### config.mk
export PLATFORM = sky130hd
export DESIGN_NAME = goe_np
export DESIGN_NICKNAME = d
export VERILOG_FILES = /design/src/rtl/goe_np.sv
export SDC_FILE = /design/constraint.sdc
export NUM_CORES = 1
export LEC_CHECK = 0
export BUFFER_PORTS_ARGS = -buffer_cell sky130_fd_sc_hd__buf_2
export CORE_AREA = 3 3 522 524
export CTS_BUF_LIST = sky130_fd_sc_hd__clkbuf_16
export DETAILED_ROUTE_END_ITERATION = 8
export DIE_AREA = 0 0 525 527
export PLACE_DENSITY_LB_ADDON = 0.05
export SLEW_MARGIN = 40
export SYNTH_ARGS = -nofsm -noshare
export SYNTH_HDL_FRONTEND = slang
export SYNTH_SLANG_ARGS = --single-unit
### constraint.sdc
create_clock -name clk -period 2.1 [get_ports clk]
set_input_delay 0.315 -clock clk [delete_from_list [all_inputs] [get_ports clk]]
set_output_delay 0.315 -clock clk [all_outputs]
set_load 0.02 [all_outputs]
### src/rtl/goe_np.sv
// Per-port packet gate: forwards or drops tagged beat streams according to port_en at each head.
// Optional per-port good/drop counters are built only when GOE_NP_CNT_EN is defined.
module goe_np #(
  parameter int unsigned PORT_NUM = 4,
  parameter int unsigned DATA_W   = 134,
  parameter int unsigned CNT_W    = 32,
  parameter logic [7:0]  LMID     = 8'd5
) (
  input  logic                         clk,
  input  logic                         rst_n,
  input  logic [PORT_NUM-1:0]          in_goe_data_wr,
  input  logic [PORT_NUM*DATA_W-1:0]   in_goe_data,
  input  logic [PORT_NUM-1:0]          in_goe_valid_wr,
  input  logic [PORT_NUM-1:0]          in_goe_valid,
  input  logic [PORT_NUM-1:0]          port_en,
  input  logic                         cnt_clr,
  output logic [PORT_NUM-1:0]          pktout_data_wr,
  output logic [PORT_NUM*DATA_W-1:0]   pktout_data,
  output logic [PORT_NUM-1:0]          pktout_data_valid_wr,
  output logic [PORT_NUM-1:0]          pktout_data_valid,
  output logic [PORT_NUM*CNT_W-1:0]    pkt_cnt,
  output logic [PORT_NUM*CNT_W-1:0]    drop_cnt
);

  typedef enum logic [1:0] {IDLE, FWD, DROP} state_t;

  state_t              r_state [PORT_NUM];
  logic [PORT_NUM-1:0] r_pkt_fwd;

  state_t              w_next  [PORT_NUM];
  logic [1:0]          w_tag   [PORT_NUM];
  logic [PORT_NUM-1:0] w_head;
  logic [PORT_NUM-1:0] w_tail;
  logic [PORT_NUM-1:0] w_fwd_eff;
  logic [PORT_NUM-1:0] w_beat_fwd;
  logic [PORT_NUM-1:0] w_vwr_fwd;

  // A head decides the packet immediately, so its own beat and any coincident
  // valid_wr follow port_en rather than the stale pkt_fwd.
  always_comb begin
    w_head     = '0;
    w_tail     = '0;
    w_fwd_eff  = '0;
    w_beat_fwd = '0;
    w_vwr_fwd  = '0;
    for (int unsigned i = 0; i < PORT_NUM; i++) begin
      w_tag[i]      = in_goe_data[i*DATA_W + DATA_W - 2 +: 2];
      w_head[i]     = in_goe_data_wr[i] && (w_tag[i] == 2'b01);
      w_tail[i]     = in_goe_data_wr[i] && (w_tag[i] == 2'b10);
      w_fwd_eff[i]  = w_head[i] ? port_en[i] : r_pkt_fwd[i];
      w_beat_fwd[i] = w_head[i] ? port_en[i]
                                : (in_goe_data_wr[i] && (r_state[i] == FWD));
      w_vwr_fwd[i]  = in_goe_valid_wr[i] && w_fwd_eff[i];
      if (w_head[i])      w_next[i] = port_en[i] ? FWD : DROP;
      else if (w_tail[i]) w_next[i] = IDLE;
      else                w_next[i] = r_state[i];
    end
  end

  always_ff @(posedge clk or negedge rst_n) begin
    if (!rst_n) begin
      for (int unsigned i = 0; i < PORT_NUM; i++) r_state[i] <= IDLE;
      r_pkt_fwd            <= '0;
      pktout_data_wr       <= '0;
      pktout_data          <= '0;
      pktout_data_valid_wr <= '0;
      pktout_data_valid    <= '0;
    end else begin
      r_pkt_fwd            <= (w_head & port_en) | (~w_head & r_pkt_fwd);
      pktout_data_wr       <= w_beat_fwd;
      pktout_data_valid_wr <= w_vwr_fwd;
      pktout_data_valid    <= w_vwr_fwd & in_goe_valid;
      for (int unsigned i = 0; i < PORT_NUM; i++) begin
        r_state[i] <= w_next[i];
        if (w_beat_fwd[i])
          pktout_data[i*DATA_W +: DATA_W] <= in_goe_data[i*DATA_W +: DATA_W];
      end
    end
  end

`ifdef GOE_NP_CNT_EN
  logic [CNT_W-1:0] r_pkt_cnt  [PORT_NUM];
  logic [CNT_W-1:0] r_drop_cnt [PORT_NUM];
  logic             w_unused;

  assign w_unused = ^LMID;

  // Saturating counters; a coincident clear beats any increment.
  always_ff @(posedge clk or negedge rst_n) begin
    if (!rst_n) begin
      for (int unsigned i = 0; i < PORT_NUM; i++) begin
        r_pkt_cnt[i]  <= '0;
        r_drop_cnt[i] <= '0;
      end
    end else begin
      for (int unsigned i = 0; i < PORT_NUM; i++) begin
        if (cnt_clr) begin
          r_pkt_cnt[i]  <= '0;
          r_drop_cnt[i] <= '0;
        end else if (in_goe_valid_wr[i]) begin
          if (w_fwd_eff[i] && in_goe_valid[i] && (r_pkt_cnt[i] != '1))
            r_pkt_cnt[i] <= r_pkt_cnt[i] + 1'b1;
          if (!w_fwd_eff[i] && (r_drop_cnt[i] != '1))
            r_drop_cnt[i] <= r_drop_cnt[i] + 1'b1;
        end
      end
    end
  end

  always_comb begin
    pkt_cnt  = '0;
    drop_cnt = '0;
    for (int unsigned i = 0; i < PORT_NUM; i++) begin
      pkt_cnt[i*CNT_W +: CNT_W]  = r_pkt_cnt[i];
      drop_cnt[i*CNT_W +: CNT_W] = r_drop_cnt[i];
    end
  end
`else
  logic w_unused;

  assign w_unused = ^{cnt_clr, LMID};
  assign pkt_cnt  = '0;
  assign drop_cnt = '0;
`endif

endmodule
# After elaboration in Yosys (flattened, before gate mapping)
# Index checks and enable logic that the tools add are counted.
[classes]
n_eq_ne = 12
n_mux = 20
bitwise = 5
n_reduce_logical = 20
[ops]
columns = ["op", "count"]
rows = [
  ["2-bit two-way mux", 12],
  ["2-bit by 1-bit equality test with 1-bit output (second input constant)", 8],
  ["1-bit logical AND", 16],
  ["4-bit AND", 3],
  ["2-bit equality test (second input constant)", 4],
  ["1-bit two-way mux", 8],
  ["2-bit nonzero test", 4],
  ["4-bit NOT", 1],
  ["4-bit OR", 1],
]
[word_totals]
regBits = 560
elab_cells = 69

# Logic depth before layout (Yosys ltp)
[logic_depth]
ltp_word = 5
depth_mapped = 7
mapped_depth_nobuf = 3

# Worst setup path after synthesis
# OpenSTA, ideal clock, no wires.
[synth_path]
path_kind = "input -> register"
startpoint = "in in_goe_data[266]"
endpoint = "reg pktout_data[187]"
arrival_ns = 1.404
required_ns = 1.962
slack_ns = 0.558
stages = 6
path_cell_list = "buf_2 > nand2b_1 > mux2i_2 > buf_2 > buf_2 > o22ai_1"
[synth_between]
elab_chain_cells = 3
[synth_rtl]
columns = ["element", "line_no", "source"]
rows = [
  ["from (decl)", "12", "input logic [PORT_NUM*DATA_W-1:0] in_goe_data,"],
  ["2-bit by 1-bit equality test with 1-bit output", "48", "w_head[i] = in_goe_data_wr[i] && (w_tag[i] == 2'b01);"],
  ["1-bit logical AND", "48", ""],
  ["1-bit two-way mux", "51", "w_beat_fwd[i] = w_head[i] ? port_en[i]"],
  ["to (signal, indexed assignment)", "76", "pktout_data[i*DATA_W +: DATA_W] <= in_goe_data[i*DATA_W +: DATA_W];"],
  ["to (decl)", "18", "output logic [PORT_NUM*DATA_W-1:0] pktout_data,"],
]
# Every way passes these cells.
# A chain may end at the register's enable or synchronous reset.

# Worst setup path in the final report
[layout_path]
startpoint = "in in_goe_data[267]"
endpoint = "reg pktout_data[266]"
# Same word-level chain as after synthesis.

==> impl_metrics.ini <==
[run_status]
status = complete, no violations

[routing]
viasPerCell = 3.25
route.detailed.drc = 0
num_vias = 26100
firstDrtPassIters = 5
postRouteAntennaNets = 0
drt_iter0_drc = 1150
wl_per_cell_um = 21.8
routed_wl_um = 175000

[global_routing]
antenna_found_initial = 47
grt_remaining_overflow = 0
grt_pass1_vias = 27800
grt_max_degree = 114
grt_pass1_wl_um = 239000
track_usage = 0.121

[die]
fp.dieH_um = 527
dieWidth_um = 525
io_pins = 1359
rows = 190
die_area_um2 = 277000
core-area_um2 = 268000
start_util = 0.0934

[logic_synthesis]
synth.top_cell.area_share = 0.560
synthesis.area_um2 = 25000
yosysTopAreaCell = dfrtp_1
post_synth.cell_area_avg_um2 = 9.10
syn_inst = 2751
synth_area_leaders = dfrtp_1, nand2_1, o22ai_1
yosys_warnings = 0
synth_seq_cells = 560
yosysSeqAreaShare = 0.560
synth.distinct_cells = 29

[finish]
drive_above_1_share = 0.300
regArea_um2 = 14000
fin_util = 0.161
multi_input_area_um2 = 8980
area_delta_synth_final_pct = 71.9
layout.nets = 4936
nFillCells = 30600

[timing]
setup_tns_ns = 0
hold_violations = 0
setup_violations = 0
slew_headroom = 0.509
fin_skew_ns = 0.0476
fin_crit_sh = 0.888
worst_hold_slack_ns = 0.0686
setup_slack_ns = 0.235
rsz0062_at_grt = false
maxSlewViolCount = 0
max_freq_ghz = 0.536
period_minus_slack_ns = 1.86
worstMarginPinSlew_ns = 0.736

[clocking]
clk_latency_ns = 0.73
root_buffer = clkbuf_16
cts_buffers = 92
cts_tree = built
cts_max_path_buffers = 3
post-cts-setup-buffers = 0
clock-sinks = 560
htreeDepth = 3
clk_pin_slew_ns = 0.05
post_cts_resize_count = 0

[flow_run]
max_cap_viol_count = 0

[pwr]
p_comb_frac = 0.374
switching_share = 0.423
p_per_area_nw_per_um2 = 1150
vdd_ir_drop_max_mv = 0.601
seqPwrFrac = 0.329
power.total_w = 0.0496
p_switching_w = 0.0210
p_leak_nw = 20.8
intPower_w = 0.0286
power_frac_clock = 0.298

[critical_path]
crit_path_start_kind = input pin
critPathKind = in2reg
worstPathMaxFanout = 9
required_ns = 2.66
critPathCaptureType = flop
crit_arrival_ns = 2.43
r2r_slack_ns = 0.30

[hold_path]
min_path_type = in2reg

[placed_design]
routabilityCongestion = 0.738
port_buffers = 1101
preCtsSetupSlack_ns = 0.186
dp_hpwl_um = 130000
## cell families (layout without fill, tap and decap cells)
family	Yosys count	in the layout	share of synthesized area
DFF	560	560	0.560
AOI/OAI and AO/OA	568	568	0.144
other	1	275	0.000150
buffers and inverters	504	1954	0.122
muxes	4	4	0.00220
and+or+nand+nor	1114	1114	0.172
## synth_stat cells (all sizes together)
library cell,instances
mux2i,4
nor3,3
a22o,6
dfrtp,560
a22oi,4
a21oi,1
o31ai,5
nor2,8
a21boi,4
nor2b,14
a31oi,2
o32a,4
o22ai,532
a32o,3
nand3b,4
conb,1
clkbuf,123
buf,369
inv,12
nand2b,7
nand3,3
nand4b,4
nand2,1070
a21bo,1
o21ai,6
and3,1
## state kept, by name, indices dropped and copies added (netlist names)
signal and count:
r_state 8, r_pkt_fwd 4, pktout_data_valid 4, pktout_data_wr 4
pktout_data_valid_wr 4, pktout_data 536
## worst paths after layout
check,start,endpoint,cells after the start
max,in_goe_data[267],pktout_data[266],7
min,in_goe_data[53],pktout_data[53],3
max reg2reg,r_state[4],pktout_data[266],4
min reg2reg,pktout_data[401],pktout_data[401],1
max in group asynchronous,rst_n,pktout_data[382],3
min in group asynchronous,rst_n,pktout_data[336],2
## metal layers
| metal | vias to the layer above | wire length [um] | GRT usage |
|---|---|---|---|
| li1 | 12100 | - | - |
| met1 | 12800 | 71600 | 0.144 |
| met2 | 950 | 84400 | 0.204 |
| met3 | 222 | 14400 | 0.0454 |
| met4 | 26 | 4720 | 0.0321 |
| met5 | - | 147 | 0 |
## metrics by stage
| stage | instances | cell area, um^2 |
|---|---|---|
| 2_1_floorplan | 3006 | 26000 |
| 3_3_place_gp | 7279 | 34600 |
| 3_5_place_dp | 7279 | 34600 |
| 4_1_cts | 8008 | 43000 |
| 5_1_grt | 8022 | 43000 |
| 6_report | 8027 | 43000 |
## critical path, stage by stage
cell and delay, ns:
dlygate4sd3_1 0.58, buf_2 0.15, buf_4 0.16, nor2b_1 0.25, o22ai_1 0.14, a32o_1 0.27, dlygate4sd3_1 0.55
## layout by cell type (no fill, tap or decap), types with 5 or more instances in the layout
cell type / n
clkinv_2: 9
conb_1: 256
dlygate4sd3_1: 560
diode_2: 19
buf_4: 58
dfrtp_1: 560
nor2_1: 8
nand2b_1: 6
clkinv_1: 25
buf_2: 1096
o31ai_1: 5
buf_12: 57
inv_1: 44
o22ai_1: 532
o21ai_0: 6
a22o_1: 6
nand2_1: 1070
clkbuf_16: 92
nor2b_1: 14
## power by group through the flow
stage	combinational, W	clock [W]	sequential [W]
after floorplan	0.00509	0	0.0206
after global placement	0.0181	0	0.0165
after detailed placement	0.0180	0	0.0165
after CTS	0.0191	0.0157	0.0164
after global routing	0.0200	0.0160	0.0168
final	0.0185	0.0148	0.0163
## layout make-up
class,instances,share of cell area
inverters,12,0.00105
multi-input cells,1942,0.209
diodes,19,0.00110
clock buffers,92,0.0535
clock inverters,77,0.0118
flip-flops and latches,560,0.326
repair buffers,1773,0.295
well taps,3552,0.103
## timing repair
action / CTS / global route
hold endpoints to repair: 865 / 0
setup endpoints to repair: 0 / 0
hold buffers: 560 / 0
Note: power is estimated with default switching activity, not from simulation.
